===== src/rtl/multiword_add_seq_pkg.sv =====
// Shared constants, state encoding and index-width helper for the multi-word add/sub engine.
package multiword_add_seq_pkg;

    localparam int N         = 32;
    localparam int WORDS_MAX = 16;

    typedef enum logic [1:0] {IDLE, RUN, DONE} state_t;

    function automatic int idx_w(input int words);
        return (words > 1) ? $clog2(words) : 1;
    endfunction

endpackage


===== src/rtl/Brent.sv =====
// Brent-Kung parallel-prefix adder: Sum[N-1:0] is the word sum, Sum[N] the carry-out.
module Brent #(
    parameter int N = 32
) (
    input  logic [N-1:0] A,
    input  logic [N-1:0] B,
    input  logic         Cin,
    output logic [N:0]   Sum
);

    localparam int DS = (N >= 4) ? (1 << ($clog2(N) - 2)) : 0;

    always_comb begin
        logic [N-1:0] g, p, gg, pp;
        g  = A & B;
        p  = A ^ B;
        gg = g;
        pp = p;
        // Fold Cin into bit 0 so every prefix gg[i] is the carry out of bit i.
        gg[0] = g[0] | (p[0] & Cin);
        for (int d = 1; d < N; d = d * 2) begin
            for (int i = 2 * d - 1; i < N; i = i + 2 * d) begin
                gg[i] = gg[i] | (pp[i] & gg[i-d]);
                pp[i] = pp[i] & pp[i-d];
            end
        end
        for (int d = DS; d >= 1; d = d / 2) begin
            for (int i = 3 * d - 1; i < N; i = i + 2 * d) begin
                gg[i] = gg[i] | (pp[i] & gg[i-d]);
                pp[i] = pp[i] & pp[i-d];
            end
        end
        Sum    = '0;
        Sum[0] = p[0] ^ Cin;
        for (int i = 1; i < N; i++) begin
            Sum[i] = p[i] ^ gg[i-1];
        end
        Sum[N] = gg[N-1];
    end

endmodule


===== src/rtl/multiword_add_seq.sv =====
// Word-serial multi-precision add/subtract: one N-bit word per cycle through a shared
// Brent adder, LSW first, carry chained through carry_q.
module multiword_add_seq
    import multiword_add_seq_pkg::*;
#(
    parameter int N     = multiword_add_seq_pkg::N,
    parameter int WORDS = 4
) (
    input  logic               clk,
    input  logic               rst_n,
    input  logic               in_valid,
    output logic               in_ready,
    input  logic [N*WORDS-1:0] op_a,
    input  logic [N*WORDS-1:0] op_b,
    input  logic               sub,
    input  logic               cin,
    output logic               out_valid,
    input  logic               out_ready,
    output logic [N*WORDS-1:0] result,
    output logic               cout,
    output logic               ovf
);

    localparam int IW = idx_w(WORDS);
    localparam int W  = N * WORDS;

    state_t        state;
    logic [W-1:0]  a_q, b_q;
    logic          c0_q, carry_q;
    logic [IW-1:0] idx_q;

    logic [N-1:0]  add_a, add_b;
    logic          add_cin;
    logic [N:0]    add_sum;
    logic          last;

    assign add_a    = a_q[int'(idx_q)*N +: N];
    assign add_b    = b_q[int'(idx_q)*N +: N];
    assign add_cin  = (idx_q == '0) ? c0_q : carry_q;
    assign last     = (int'(idx_q) == WORDS - 1);
    assign in_ready = (state == IDLE);

    Brent #(.N(N)) u_adder (
        .A   (add_a),
        .B   (add_b),
        .Cin (add_cin),
        .Sum (add_sum)
    );

    always_ff @(posedge clk or negedge rst_n) begin
        if (!rst_n) begin
            state     <= IDLE;
            a_q       <= '0;
            b_q       <= '0;
            c0_q      <= 1'b0;
            carry_q   <= 1'b0;
            idx_q     <= '0;
            result    <= '0;
            cout      <= 1'b0;
            ovf       <= 1'b0;
            out_valid <= 1'b0;
        end else begin
            case (state)
                IDLE: begin
                    if (in_valid) begin
                        // Subtract is A + ~B + 1, so B is inverted once at capture.
                        a_q   <= op_a;
                        b_q   <= sub ? ~op_b : op_b;
                        c0_q  <= sub | cin;
                        idx_q <= '0;
                        state <= RUN;
                    end
                end
                RUN: begin
                    result[int'(idx_q)*N +: N] <= add_sum[N-1:0];
                    carry_q <= add_sum[N];
                    idx_q   <= idx_q + IW'(1);
                    if (last) begin
                        cout      <= add_sum[N];
                        ovf       <= (a_q[W-1] == b_q[W-1]) && (add_sum[N-1] != a_q[W-1]);
                        out_valid <= 1'b1;
                        state     <= DONE;
                    end
                end
                DONE: begin
                    if (out_ready) begin
                        out_valid <= 1'b0;
                        state     <= IDLE;
                    end
                end
                default: state <= IDLE;
            endcase
        end
    end

endmodule

===== config.mk =====
export PLATFORM = sky130hd
export DESIGN_NAME = multiword_add_seq
export DESIGN_NICKNAME = d
export VERILOG_FILES = /design/src/rtl/multiword_add_seq_pkg.sv /design/src/rtl/Brent.sv /design/src/rtl/multiword_add_seq.sv
export SDC_FILE = /design/constraint.sdc
export NUM_CORES = 1
export LEC_CHECK = 0
export CAP_MARGIN = 0
export CORE_MARGIN = 2
export CORE_UTILIZATION = 51
export DETAILED_ROUTE_END_ITERATION = 12
export HOLD_SLACK_MARGIN = 0.12
export PLACE_DENSITY = 0.8
export RECOVER_POWER = 25
export SLEW_MARGIN = 0
export SYNTH_ARGS = -nofsm -noshare
export SYNTH_HDL_FRONTEND = slang
export SYNTH_SLANG_ARGS = --single-unit

===== constraint.sdc =====
create_clock -name clk -period 5.6 [get_ports clk]
set_clock_uncertainty 0.05 [all_clocks]
set_input_delay 1.12 -clock clk [delete_from_list [all_inputs] [get_ports clk]]
set_output_delay 1.12 -clock clk [all_outputs]
set_load 0.01 [all_outputs]

* Word level (Yosys, flattened, before mapping)
Index checks and enable logic that the tools add are counted.
** Word-level totals
- Register bits :: 393
- Logic and storage cells :: 224
- Input bits :: 262
** Cells by class
- Eq/ne operators :: 8
- $add $sub $neg :: 2
- Bitwise operators :: 178
- Shift-type cells :: 4
- Reductions and logical operators :: 10
- Multiplexer cells :: 12
** Operator list (count)
- indexed part select 128 x 8 -> 32 bit :: 2
- bitwise mux 128 bit :: 1
- two-way mux 128 bit :: 1
- inverter 128 bit :: 1
- variable shift 32 x 33 -> 128 bit, first input constant :: 1
- indexed part select 32 x 33 -> 128 bit :: 1
- AND 1 bit :: 84
- bitwise OR 1 bit :: 59
- negation 7 -> 33 bit :: 1
- AND 32 bit :: 1
- bitwise XOR 1 bit :: 32
- bitwise XOR 32 bit :: 1
- two-way mux 2 bit :: 4
- != test 2 bit, second input constant :: 3
- one-hot mux 2 bit (3 select lines) :: 1
- AND reduction 2 bit :: 3
- AND reduction 3 bit :: 2
- equality test 2 x 1 -> 1 bit, second input constant :: 2
- logical NOT 2 bit :: 2
- one-hot mux 2 bit (2 select lines) :: 1
- nonzero test 2 bit :: 2
- two-way mux 1 bit :: 3
- adder 2 x 1 -> 2 bit, second input constant :: 1
- equality test 2 bit, second input constant :: 1
- other kinds (4) :: 4

* Depth between registers and ports, before layout
- Word-level depth :: 23
- Mapped depth :: 18

* Modules after synthesis
A second synthesis with hierarchy kept.
** Unflattened totals
- Cell total of the unflattened synthesis :: 1406
- Area total of the unflattened synthesis :: 18656.6 um^2
** By module, submodules not included
- multiword_add_seq :: area each 17265.3 um^2, cells each 1249, instances 1, seq. area each 9834.4 um^2
- Brent :: area each 1391.3 um^2, cells each 157, instances 1, seq. area each 0.0 um^2

* Least setup slack after synthesis
No wires, ideal clock.
- Path type :: reg-to-reg
- From :: reg idx_q[1]
- To :: reg result[118]
- Stages on the path, launching flop included :: 16
- Buffers on the path :: 2
- Setup slack :: 1.566 ns
- Data arrival time :: 3.863 ns
- Clock period less this slack :: 4.034 ns
- Cells stage by stage :: dfrtp_1 > clkbuf_1 > buf_2 > inv_1 > ha_1 > mux2i_1 > fa_1 > fa_1 > nand2b_1 > a21oi_1 > o21ai_0 > a21oi_1 > nor4_1 > nor3_1 > fa_1 > a22o_1
** Between the ends
- Word-level cells in the longest chain between the ends :: 23
** Ends and longest elaborated chain
- start: declaration :: line multiword_add_seq.sv:30 : logic [IW-1:0] idx_q;
- start signal: assignment :: line multiword_add_seq.sv:77 : idx_q <= idx_q + IW'(1);
- indexed part select 128 x 8 -> 32 bit (tied with other cells) :: line multiword_add_seq.sv:37 : assign add_a = a_q[int'(idx_q)*N +: N];
- bitwise XOR 32 bit / two-way mux 1 bit (equally long branches) :: line Brent.sv:16, multiword_add_seq.sv:39
- AND 1 bit :: line Brent.sv:20 : gg[0] = g[0] | (p[0] & Cin);
- bitwise OR 1 bit :: line Brent.sv:20
- AND 1 bit :: line Brent.sv:23 : gg[i] = gg[i] | (pp[i] & gg[i-d]);
- bitwise OR 1 bit :: line Brent.sv:23
- AND 1 bit :: line Brent.sv:23
- bitwise OR 1 bit :: line Brent.sv:23
- (+7 left out)
- bitwise OR 1 bit :: line Brent.sv:29 : gg[i] = gg[i] | (pp[i] & gg[i-d]);
- AND 1 bit :: line Brent.sv:29
- bitwise OR 1 bit :: line Brent.sv:29
- AND 1 bit :: line Brent.sv:29
- bitwise OR 1 bit :: line Brent.sv:29
- bitwise XOR 1 bit :: line Brent.sv:36 : Sum[i] = p[i] ^ gg[i-1];
- indexed part select 32 x 33 -> 128 bit :: line multiword_add_seq.sv:75 : result[int'(idx_q)*N +: N] <= add_sum[N-1:0];
- bitwise mux 128 bit * :: line multiword_add_seq.sv:75
- end signal: indexed assignment :: line multiword_add_seq.sv:75
- end: declaration :: line multiword_add_seq.sv:19 : output logic [N*WORDS-1:0] result,
Mark *: on every way between the ends. The rest lies on a longest branch, timed or not.
A chain may end at the register's enable or synchronous reset.

* Worst setup path in the final report
- From :: reg idx_q[0]
- To :: reg result[55]
The elaborated chain is that of the path after synthesis.

==> impl_metrics.py <==
metrics = {
    "flow_run": {
        "cap_violations": 2,
    },
    "status": {
        "violations": "max-capacitance violations, max-slew violations",
        "status": "finished with violations",
    },
    "logic_synthesis": {
        "synth_commonest_cells": "nand2_1 (635), dfrtp_1 (393), o21ai_0 (218), xnor2_1 (137), mux4_2 (64)",
        "yosysMostFrequentCell": "nand2_1",
        "async_flop_share": 1.00,
        "syn_area_per_cell_um2": 10.3,
        "synthDistinctLibCells": 41,
        "syn_inst": 1774,
        "ys_top_cells_by_area": "dfrtp_1 (54%), nand2_1 (13%), mux4_2 (7.9%)",
        "yosys_warnings": 0,
        "synth_top_area_frac": 0.538,
        "synth-seq-cells": 393,
        "ys_seq_area_frac": 0.538,
        "synth_top_area_cell": "dfrtp_1",
        "yosys_most_used_dff": "dfrtp_1",
        "syn_nets": 2089,
        "syn_area_um2": 18300,
        "synth_edf_count": 0,
    },
    "clock_network": {
        "ctsHoldBuffers": 0,
        "clock_latency_ps": 520,
        "cts_tree": "built",
        "cts_num_sinks": 393,
        "numCtsBuffers": 41,
        "post_cts_buffers": 0,
        "cts_resized": 0,
        "cts-root-buf": "clkbuf_16",
        "clkTransAtPathRegs_ps": 60,
        "h-tree-depth": 2,
        "cts_buffer_depth": 3,
    },
    "die": {
        "num_rows": 69,
        "core_um2": 35500,
        "num_io_pins": 394,
        "start_util": 0.516,
        "die_y_um": 193,
        "die-area_um2": 37400,
        "chipWidth_um": 193,
    },
    "cells_and_area": {
        "layout.nets": 2431,
        "multi_input_area_um2": 7890,
        "drive_above_1_share": 0.0769,
        "syn_to_final_growth_pct": 30.4,
        "fin_util": 0.672,
        "seq_area_um2": 9840,
        "num-fill-cells": 2694,
    },
    "worst_setup_path": {
        "cp.arrival_ps": 5100,
        "cp_max_fo": 27,
        "critPathLaunchType": "flop",
        "cp_cell_sequence": "buf_4 -> mux4_2 -> ha_1 -> a21oi_1 -> nand2_1 -> o21ai_0 -> a21oi_1 -> nor4_1 -> nor3_1 -> fa_1 -> xnor2_1 -> o21ai_0",
        "crit_path_end_kind": "flop",
        "cp_slowest_cell": "dfrtp_4",
        "cp_num_buf_inv": 1,
        "crit_type": "reg -> reg",
        "path_delay_family": "compound AO/OA/AOI/OAI gates",
        "slowest_delay_ps": 660,
        "worstPathRequired_ps": 5910,
    },
    "routing": {
        "routed_wl_um": 51100,
        "drt_iter0_drc": 1090,
        "first_pass_iters": 5,
        "drt-wirelength-per-cell_um": 19.6,
        "ant_nets": 0,
        "vias": 14100,
        "drc": 0,
        "vias_per_cell": 5.41,
    },
    "sta": {
        "tightest_slew_ps": 2600,
        "setup_viol": 0,
        "period_share": 0.855,
        "fin_tns_setup_ps": 0,
        "hold_viol_final": 0,
        "fmax_mhz": 209,
        "period_needed_ps": 4790,
        "rsz0062_at_grt": "false",
        "drv_slew": 234,
        "slew_headroom": -0.734,
    },
    "min_path": {
        "min_path_type": "reg -> reg",
    },
    "placement": {
        "finalWeightedCongestion": 0.891,
        "dp_hpwl_um": 37700,
        "portBuffers": 393,
    },
    "power": {
        "cellPowerDensity_nw_per_um2": 642,
        "power_leakage_nw": 10.7,
        "peakVddDrop_uv": 410,
    },
    "global_routing": {
        "grt.total_usage": 0.274,
        "grt_pass1_vias": 14200,
        "grt_max_degree": 210,
        "antenna_found_initial": 4,
        "grt_pass1_wl_um": 80300,
        "grt.overflow.total": 0,
    },
}
registers in the layout, summed over array words and instances (netlist names):
signal	count
cout	1
out_valid	1
a_q	128
ovf	1
idx_q	2
c0_q	1
result	128
state	2
b_q	128
carry_q	1
placed cells by master, fill, tap and decap left out, types with 5 or more instances in the layout:
cell type / count
clkbuf_16: 41
xor2_1: 6
buf_4: 11
clkbuf_1: 9
o21ai_0: 218
clkdlybuf4s50_1: 390
dfrtp_1: 391
clkinv_2: 6
nor3_1: 5
a22o_1: 36
a21oi_1: 23
diode_2: 5
ha_1: 36
nor2_1: 13
inv_1: 23
nand2_1: 634
xnor2_1: 137
o21ai_2: 10
fa_1: 17
nand4_1: 9
mux4_2: 64
clkbuf_8: 11
o21ai_1: 10
layout make-up:
class / instances / share of cell area
diodes: 5 / 0.000525
flip-flops and latches: 393 / 0.413
clock buffers: 61 / 0.0508
clock inverters: 12 / 0.00645
well taps: 461 / 0.0242
repair buffers: 408 / 0.171
inverters: 23 / 0.00362
multi-input cells: 1249 / 0.331
routing by layer:
layer,GRT usage,share of wire,vias up
met5,0,0,-
met4,0.0845,0.028,0
met3,0.0551,0.081,86
met2,0.420,0.46,629
met1,0.398,0.43,6850
li1,-,-,6566
final timing paths:
kind                       slack, ps  depth (start not counted)                endpoint                  from
max                              810                         12  result[55]$_DFFE_PN0P_  idx_q[0]$_DFFE_PN0P_
min                              420                          2     a_q[64]$_DFFE_PN0P_   a_q[64]$_DFFE_PN0P_
max reg2reg                      810                         12  result[55]$_DFFE_PN0P_  idx_q[0]$_DFFE_PN0P_
min reg2reg                      420                          2     a_q[64]$_DFFE_PN0P_   a_q[64]$_DFFE_PN0P_
max in group asynchronous       1060                          2    b_q[122]$_DFFE_PN0P_                 rst_n
min in group asynchronous       1310                          1  result[36]$_DFFE_PN0P_                 rst_n
worst reg2reg max path, delay by kind of cell, from the launching register on:
kind	cells	cell delay (ps)
compound gates	4	1090
fa+ha+maj	2	740
flops	1	660
mux	1	610
simple gates	3	600
buf+inv	1	540
xor+xnor	1	340
stage by stage:
stage / total power [mW] / std cells / worst slack, ps / area (um2) / hold WS (ps)
after floorplan: 9.45 / 1774 / 1570 / 18300 / 388
after global placement: 12.2 / 2534 / 942 / 22500 / 403
after detailed placement: 12.5 / 2534 / 776 / 22500 / 408
after CTS: 15.3 / 2607 / 755 / 23900 / 423
after global routing: 16.4 / 2610 / 416 / 23800 / 437
final: 15.3 / 2612 / 812 / 23800 / 416
logic make-up (layout without fill, tap and decap cells):
family | count (synthesis) | in the layout | synth area share
other | 0 | 5 | 0
XOR/XNOR | 143 | 143 | 0.0685
multiplexers | 65 | 65 | 0.0793
AO/OA/AOI/OAI | 309 | 309 | 0.0956
AND/OR/NAND/NOR | 679 | 679 | 0.144
adder cells (fa/ha/maj) | 53 | 53 | 0.0432
flip-flops | 393 | 393 | 0.538
buffers and inverters | 132 | 504 | 0.0319
power by group:
group	switching, mW	internal [mW]
combinational	4.60	3.12
clock	1.09	1.64
sequential	0.805	4.05
Note: power is estimated with default switching activity, not from simulation.
